$ cat src/rtl/riscv_pkg.sv
// Shared constants and types for the memory subsystem.
// Owner encoding identifies which requester the next SRAM response belongs to.
package riscv_pkg;

  localparam int XLEN   = 32;
  localparam int ADDR_W = 32;

  typedef enum logic [1:0] {
    OWN_NONE = 2'd0,
    OWN_IMEM = 2'd1,
    OWN_DMEM = 2'd2
  } owner_e;

endpackage

$ cat src/rtl/mem_arb_prio.sv
// Priority select between fetch and data requesters with a starvation guard:
// dmem normally wins, but imem is forced through after STARVE_LIMIT straight losses.
module mem_arb_prio #(
  parameter int STARVE_LIMIT = 4
) (
  input  logic       clk,
  input  logic       rst_n,
  input  logic       imem_valid,
  input  logic       dmem_valid,
  output logic       grant_imem,
  output logic       grant_dmem,
  output logic [3:0] starve_cnt
);

  localparam logic [3:0] LIMIT = 4'(STARVE_LIMIT);

  // Grants are forced low while reset is held so no access leaks out.
  always_comb begin
    grant_imem = 1'b0;
    grant_dmem = 1'b0;
    if (rst_n) begin
      if (imem_valid && (!dmem_valid || starve_cnt == LIMIT)) begin
        grant_imem = 1'b1;
      end else if (dmem_valid) begin
        grant_dmem = 1'b1;
      end
    end
  end

  always_ff @(posedge clk or negedge rst_n) begin
    if (!rst_n) begin
      starve_cnt <= 4'd0;
    end else if (imem_valid && grant_dmem) begin
      if (starve_cnt != LIMIT) begin
        starve_cnt <= starve_cnt + 4'd1;
      end
    end else begin
      starve_cnt <= 4'd0;
    end
  end

endmodule

$ cat src/rtl/mem_arbiter.sv
// Single-port SRAM arbiter for instruction fetch and data accesses.
// One grant per cycle; the response returns exactly one cycle later on the owner's port.
module mem_arbiter
  import riscv_pkg::*;
#(
  parameter int MEM_SIZE     = 4096,
  parameter int STARVE_LIMIT = 4,
  localparam int AW          = $clog2(MEM_SIZE) - 2
) (
  input  logic              clk,
  input  logic              rst_n,
  input  logic              imem_valid_i,
  input  logic [ADDR_W-1:0] imem_addr_i,
  output logic              imem_ready_o,
  output logic              imem_rvalid_o,
  output logic [XLEN-1:0]   imem_rdata_o,
  input  logic              dmem_valid_i,
  input  logic              dmem_we_i,
  input  logic [3:0]        dmem_be_i,
  input  logic [ADDR_W-1:0] dmem_addr_i,
  input  logic [XLEN-1:0]   dmem_wdata_i,
  output logic              dmem_ready_o,
  output logic              dmem_rvalid_o,
  output logic [XLEN-1:0]   dmem_rdata_o,
  output logic              mem_en_o,
  output logic [3:0]        mem_we_o,
  output logic [AW-1:0]     mem_addr_o,
  output logic [XLEN-1:0]   mem_wdata_o,
  input  logic [XLEN-1:0]   mem_rdata_i
);

  logic       grant_imem;
  logic       grant_dmem;
  logic [3:0] starve_cnt;

  owner_e owner_q, owner_d;
  logic   wr_q, wr_d;

  mem_arb_prio #(
    .STARVE_LIMIT(STARVE_LIMIT)
  ) u_prio (
    .clk       (clk),
    .rst_n     (rst_n),
    .imem_valid(imem_valid_i),
    .dmem_valid(dmem_valid_i),
    .grant_imem(grant_imem),
    .grant_dmem(grant_dmem),
    .starve_cnt(starve_cnt)
  );

  // Address bits outside the SRAM window are ignored, so accesses wrap.
  logic unused_ok;
  assign unused_ok = ^{imem_addr_i[ADDR_W-1:AW+2], imem_addr_i[1:0],
                       dmem_addr_i[ADDR_W-1:AW+2], dmem_addr_i[1:0], starve_cnt};

  assign imem_ready_o = grant_imem;
  assign dmem_ready_o = grant_dmem;
  assign mem_en_o     = grant_imem | grant_dmem;
  assign mem_addr_o   = grant_dmem ? dmem_addr_i[AW+1:2] : imem_addr_i[AW+1:2];
  assign mem_we_o     = (grant_dmem && dmem_we_i) ? dmem_be_i : 4'b0000;
  assign mem_wdata_o  = dmem_wdata_i;

  // Owner of the response due next cycle; NONE whenever nothing was granted.
  always_comb begin
    owner_d = OWN_NONE;
    wr_d    = 1'b0;
    if (grant_imem) begin
      owner_d = OWN_IMEM;
    end else if (grant_dmem) begin
      owner_d = OWN_DMEM;
      wr_d    = dmem_we_i;
    end
  end

  always_ff @(posedge clk or negedge rst_n) begin
    if (!rst_n) begin
      owner_q <= OWN_NONE;
      wr_q    <= 1'b0;
    end else begin
      owner_q <= owner_d;
      wr_q    <= wr_d;
    end
  end

  assign imem_rvalid_o = (owner_q == OWN_IMEM);
  assign dmem_rvalid_o = (owner_q == OWN_DMEM);
  assign imem_rdata_o  = (owner_q == OWN_IMEM) ? mem_rdata_i : '0;
  assign dmem_rdata_o  = (owner_q == OWN_DMEM && !wr_q) ? mem_rdata_i : '0;

endmodule

$ cat config.mk
export PLATFORM = sky130hd
export DESIGN_NAME = mem_arbiter
export DESIGN_NICKNAME = d
export VERILOG_FILES = /design/src/rtl/riscv_pkg.sv /design/src/rtl/mem_arb_prio.sv /design/src/rtl/mem_arbiter.sv
export SDC_FILE = /design/constraint.sdc
export NUM_CORES = 1
export LEC_CHECK = 0
export BUFFER_PORTS_ARGS = -buffer_cell sky130_fd_sc_hd__buf_2
export CELL_PAD_IN_SITES_DETAIL_PLACEMENT = 2
export CELL_PAD_IN_SITES_GLOBAL_PLACEMENT = 2
export CORE_AREA = 3 3 113 115
export CTS_CLUSTER_SIZE = 14
export DETAILED_ROUTE_END_ITERATION = 12
export DIE_AREA = 0 0 116 118
export PLACE_DENSITY = 0.84
export REMOVE_ABC_BUFFERS = 1
export SLEW_MARGIN = 10
export SYNTH_ARGS = -nofsm -noshare
export SYNTH_HDL_FRONTEND = slang
export SYNTH_SLANG_ARGS = --single-unit
$ cat constraint.sdc
create_clock -name clk -period 4.4 [get_ports clk]
set_input_delay 0.66 -clock clk [delete_from_list [all_inputs] [get_ports clk]]
set_output_delay 0.66 -clock clk [all_outputs]
set_load 0.1 [all_outputs]
Word level (Yosys, flattened, before mapping)
Index checks and enable logic that the tools add are counted.
{"block": "classes", "bitwise_logic": 1, "muxes": 15, "reduce_logical": 7, "add_sub_neg": 1, "eq_ne": 5}
{"operator": "32-bit 2-to-1 mux", "count": 2}
{"operator": "4-bit 2-to-1 mux", "count": 3}
{"operator": "10-bit 2-to-1 mux", "count": 1}
{"operator": "1-bit 2-to-1 mux", "count": 7}
{"operator": "4-bit by 1-bit adder with 4-bit output, second input constant", "count": 1}
{"operator": "4-bit by 3-bit equality test with 1-bit output, second input constant", "count": 1}
{"operator": "1-bit logical AND", "count": 4}
{"operator": "2-bit 2-to-1 mux", "count": 2}
{"operator": "4-bit by 3-bit inequality test with 1-bit output, second input constant", "count": 1}
{"operator": "2-bit by 1-bit equality test with 1-bit output, second input constant", "count": 1}
{"operator": "2-bit equality test, second input constant", "count": 1}
{"operator": "1-bit zero test", "count": 2}
{"operator": "2-bit inequality test, second input constant", "count": 1}
{"operator": "1-bit logical OR", "count": 1}
{"operator": "1-bit bitwise OR", "count": 1}
{"block": "totals", "reg_bits": 7, "word_cells": 32}

Depth between registers and ports, before layout
{"block": "depth", "ltp_word": 7, "depth_mapped": 6, "depth_no_buf": 5}

By module
Synthesis repeated with hierarchy kept, for this count alone.
{"block": "unflattened", "hier_cells": 159, "area_unflattened_um2": 1493.9}
{"module": "mem_arbiter", "n_inst": 1, "area_each_um2": 1262.5, "seq_area_each_um2": 75.1, "cells_per_inst": 137}
{"module": "mem_arb_prio", "n_inst": 1, "area_each_um2": 231.5, "seq_area_each_um2": 100.1, "cells_per_inst": 22}

Least setup slack after synthesis
No wires, ideal clock.
{"block": "synth_path", "kind": "reg2out", "startpoint": "register owner_q[0]", "endpoint": "output port dmem_rdata_o[10]", "setup_slack_ps": 684, "path_buffers": 1, "t_required_ps": 3740, "stages_incl_launch_ff": 5, "arrival_ps": 3056, "path_cell_list": "dfrtp_1 > nor2b_1 > nor2b_1 > clkbuf_1 > and2_1"}
{"block": "synth_between", "elab_chain_len": 3}
{"element": "from (decl)", "line_no": "mem_arbiter.sv:36", "rtl": "owner_e owner_q, owner_d;"}
{"element": "from (signal assigned)", "line_no": "mem_arbiter.sv:80", "rtl": "owner_q <= owner_d;"}
{"element": "2-bit equality test"}
{"element": "net dmem_rvalid_o", "line_no": "mem_arbiter.sv:23", "rtl": "output logic dmem_rvalid_o,"}
{"element": "1-bit logical AND", "line_no": "mem_arbiter.sv:88", "rtl": "assign dmem_rdata_o = (owner_q == OWN_DMEM && !wr_q) ? mem_rdata_i : '0;"}
{"element": "32-bit 2-to-1 mux", "line_no": "mem_arbiter.sv:88"}
{"element": "to (decl)", "line_no": "mem_arbiter.sv:24", "rtl": "output logic [XLEN-1:0] dmem_rdata_o,"}
The timed path passes the listed nets, and every way through them passes these cells.

Worst setup path after layout
{"block": "layout_path", "startpoint": "register u_prio.starve_cnt[0]", "endpoint": "output port mem_addr_o[9]"}
{"block": "layout_between", "elab_chain_len": 6}
{"element": "from (decl)", "line_no": "mem_arb_prio.sv:12", "rtl": "output logic [3:0] starve_cnt"}
{"element": "from (signal assigned)", "line_no": "mem_arb_prio.sv:35", "rtl": "starve_cnt <= starve_cnt + 4'd1;"}
{"element": "4-bit by 3-bit equality test with 1-bit output", "line_no": "mem_arb_prio.sv:22", "rtl": "if (imem_valid && (!dmem_valid || starve_cnt == LIMIT)) begin"}
{"element": "1-bit logical OR", "line_no": "mem_arb_prio.sv:22"}
{"element": "1-bit logical AND", "line_no": "mem_arb_prio.sv:22"}
{"element": "1-bit 2-to-1 mux", "line_no": "mem_arb_prio.sv:22"}
{"element": "1-bit 2-to-1 mux", "line_no": "mem_arb_prio.sv:21", "rtl": "if (rst_n) begin"}
{"element": "10-bit 2-to-1 mux", "line_no": "mem_arbiter.sv:59", "rtl": "assign mem_addr_o = grant_dmem ? dmem_addr_i[AW+1:2] : imem_addr_i[AW+1:2];"}
{"element": "to (decl)", "line_no": "mem_arbiter.sv:27", "rtl": "output logic [AW-1:0] mem_addr_o,"}
No other way between the ends.

==> results.sh <==
export IMPL_start_util_pct=9.905
export IMPL_yosysMostFrequentCell="and2_1"
export IMPL_fill_cells=1428
export IMPL_wl_per_cell_um=17.51
export IMPL_fin_util_pct=15.85
export IMPL_p_leak_nw=1.169
export IMPL_drt_iter0_markers=41
export IMPL_crit_path_max_fanout=20
export IMPL_die_h_um=118
export IMPL_grt_pass1_wl_um=9211
export IMPL_grt_setup_unrepaired="no"
export IMPL_cpPeakStageDelay_ps=820
export IMPL_clk_pin_slew_ps=30
export IMPL_grt_ovfl_total=0
export IMPL_synth_async_reset_ratio_pct=100.0
export IMPL_synth_cell_types=18
export IMPL_netlist_instances=147
export IMPL_wirelength_um=7040
export IMPL_synth_top_area_share_pct=34.46
export IMPL_placed_cell_area_um2=1807
export IMPL_yosys_warnings=0
export IMPL_final_hold_viol_count=0
export IMPL_drc_errors=0
export IMPL_clkSinkCount=7
export IMPL_ir_drop_mv=0.1126
export IMPL_crit_family="compound AO/OA/AOI/OAI gates"
export IMPL_synth_seq_area_share_pct=14.85
export IMPL_synth_area_per_cell_um2=8.026
export IMPL_fp_coreArea_um2=11910
export IMPL_max_clock_freq_ghz=0.3127
export IMPL_slowest_stage="o311a_1"
export IMPL_synth_edf_count=0
export IMPL_synth_top_flop_cell="dfrtp_1"
export IMPL_avgViaCountPerCell=3.634
export IMPL_hpwl_um=6079
export IMPL_drtPass1Iterations=2
export IMPL_crit_type="flip-flop to primary output"
export IMPL_vias=1461
export IMPL_slew_limit_headroom_pct=31.82
export IMPL_ys_seq_elements=7
export IMPL_pre_cts_slack_ps=1203
export IMPL_cts_tree="yes"
export IMPL_cap_violations=0
export IMPL_fin_crit_sh_pct=72.69
export IMPL_syn2layout_area_growth_pct=60.02
export IMPL_yosysTopAreaCell="and2_1"
export IMPL_grt_max_degree=34
export IMPL_dp_cells=397
export IMPL_ios=252
export IMPL_worstPathArrival_ps=2540
export IMPL_port_buffers=143
export IMPL_yosys_top_cells_count="and2_1, buf_4, mux2_4"
export IMPL_ant_nets=0
export IMPL_setup_violations=0
export IMPL_powerDensity_nw_per_um2=283.6
export IMPL_netlist_area_um2=1180
export IMPL_fin_tns_setup_ps=0
export IMPL_cts_buffer_depth=2
export IMPL_drive_gt1_share_pct=62.60
export IMPL_final_cells=402
export IMPL_finalInstanceArea_um2=1888
export IMPL_min_period_ps=3198
export IMPL_die_area_um2=13690
export IMPL_finalWeightedCongestion=0.6571
export IMPL_worst_slack_ps=1202
export IMPL_num_rows=40
export IMPL_fin_skew_ps=0.8497
export IMPL_clkLatencyLatePin_ps=230
export IMPL_cts_hold_fix_buffers=0
export IMPL_grt_pass1_vias=1520
export IMPL_htreeDepth=1
export IMPL_gr_usage_all_layers_pct=9.204
export IMPL_cts_root_buffer="clkbuf_16"
export IMPL_worstMarginPinSlew_ps=1018
export IMPL_worstPathCellList="inv_1, ha_1, nand2_1, o311a_1, mux2_4, buf_2"
export IMPL_die_w_um=116
export IMPL_worst_setup_path_end_kind="primary output"
export IMPL_maxSlewViolCount=0
export IMPL_post_cts_setup_buffers=0
export IMPL_start_kind="flip-flop"
export IMPL_antenna_found_initial=1
export IMPL_outcome="finished, final reports clean"
export IMPL_synth_area_leaders="and2_1, buf_4, dfrtp_1"
export IMPL_cts_buffers=3
export IMPL_crit_buf_inv=2
export IMPL_hold_class="input port to async pin"
export IMPL_ctsResizeCount=0
export IMPL_nNetsFinal=394
export IMPL_cp_required_ps=3740
power breakdown:
| part | switching (mW) | leakage, nW | internal [mW] | total (mW) |
|---|---|---|---|---|
| combinational | 0.255 | 1.04 | 0.0605 | 0.315 |
| clock | 0.0323 | 0.0382 | 0.120 | 0.153 |
| sequential | 0.000997 | 0.0952 | 0.0664 | 0.0674 |
| total | 0.288 | 1.17 | 0.247 | 0.536 |
layer usage:
| metal | wire length, µm | vias to the layer above | track usage [%] | part of all wire (%) |
|---|---|---|---|---|
| li1 | - | 645 | - | - |
| met1 | 2662 | 637 | 9.398 | 38 |
| met2 | 2761 | 169 | 13.45 | 39 |
| met3 | 1493 | 6 | 8.586 | 21 |
| met4 | 24 | 4 | 1.668 | 0.34 |
| met5 | 99 | - | 5.882 | 1.4 |
kinds of logic after synthesis:
group,share of synthesized area [%]
multiplexers,12.73
AND/OR/NAND/NOR,41.57
AO/OA/AOI/OAI,2.757
XOR/XNOR,1.485
adder cells (fa/ha/maj),2.121
buffers and inverters,24.50
flip-flops,14.85
worst register-to-register path, cell delays in order, from the launching register on:
cell	delay, ps
dfrtp_1	360
inv_1	70
ha_1	200
nand2_1	110
o311a_1	820
and3_1	290
layout by cell type, fill, tap and decap left out, drive strengths merged:
cell    instances
and2           65
and3            9
buf           143
clkbuf          4
dfrtp           7
diode           1
ha              2
inv             3
mux2           10
nand2           1
nand3           1
nor2b           3
o21a            1
o21ai           1
o311a           2
xnor2           1
xor2            1
path summary, 6_finish.rpt:
path / cells after the start / end / start / slack [ps]
setup / recovery: 6 / mem_addr_o[9] / u_prio.starve_cnt[0]$_DFFE_PN0P_ / 1200
hold / removal: 1 / u_prio.starve_cnt[0]$_DFFE_PN0P_ / rst_n / 290
setup reg to reg: 5 / u_prio.starve_cnt[2]$_DFFE_PN0P_ / u_prio.starve_cnt[0]$_DFFE_PN0P_ / 2480
hold reg to reg: 1 / owner_q[1]$_DFF_PN0_ / u_prio.starve_cnt[3]$_DFFE_PN0P_ / 620
max in group asynchronous: 1 / u_prio.starve_cnt[2]$_DFFE_PN0P_ / rst_n / 3910
min in group clk: 1 / owner_q[1]$_DFF_PN0_ / u_prio.starve_cnt[3]$_DFFE_PN0P_ / 620
sequential cells by signal (all words and copies together) (netlist names):
name	count
wr_q	1
owner_q	2
u_prio.starve_cnt	4
area by class of cell:
class	instances	area [µm²]	area share [%]
diodes	1	2.502	0.1325
clock buffers	4	78.83	4.175
inverters	3	11.26	0.5964
multi-input cells	97	720.7	38.17
flip-flops and latches	7	175.2	9.278
well taps	147	183.9	9.742
repair buffers	143	715.7	37.91
stage by stage:
stage | hold slack, ps | power (mW)
floorplan | 364.4 | 0.3179
global placement | 520.7 | 0.3826
detailed placement | 529.0 | 0.3870
CTS | 288.6 | 0.5443
global route | 295.6 | 0.5576
finish | 292.5 | 0.5355
No activity file was read; power rests on OpenSTA's default activity.
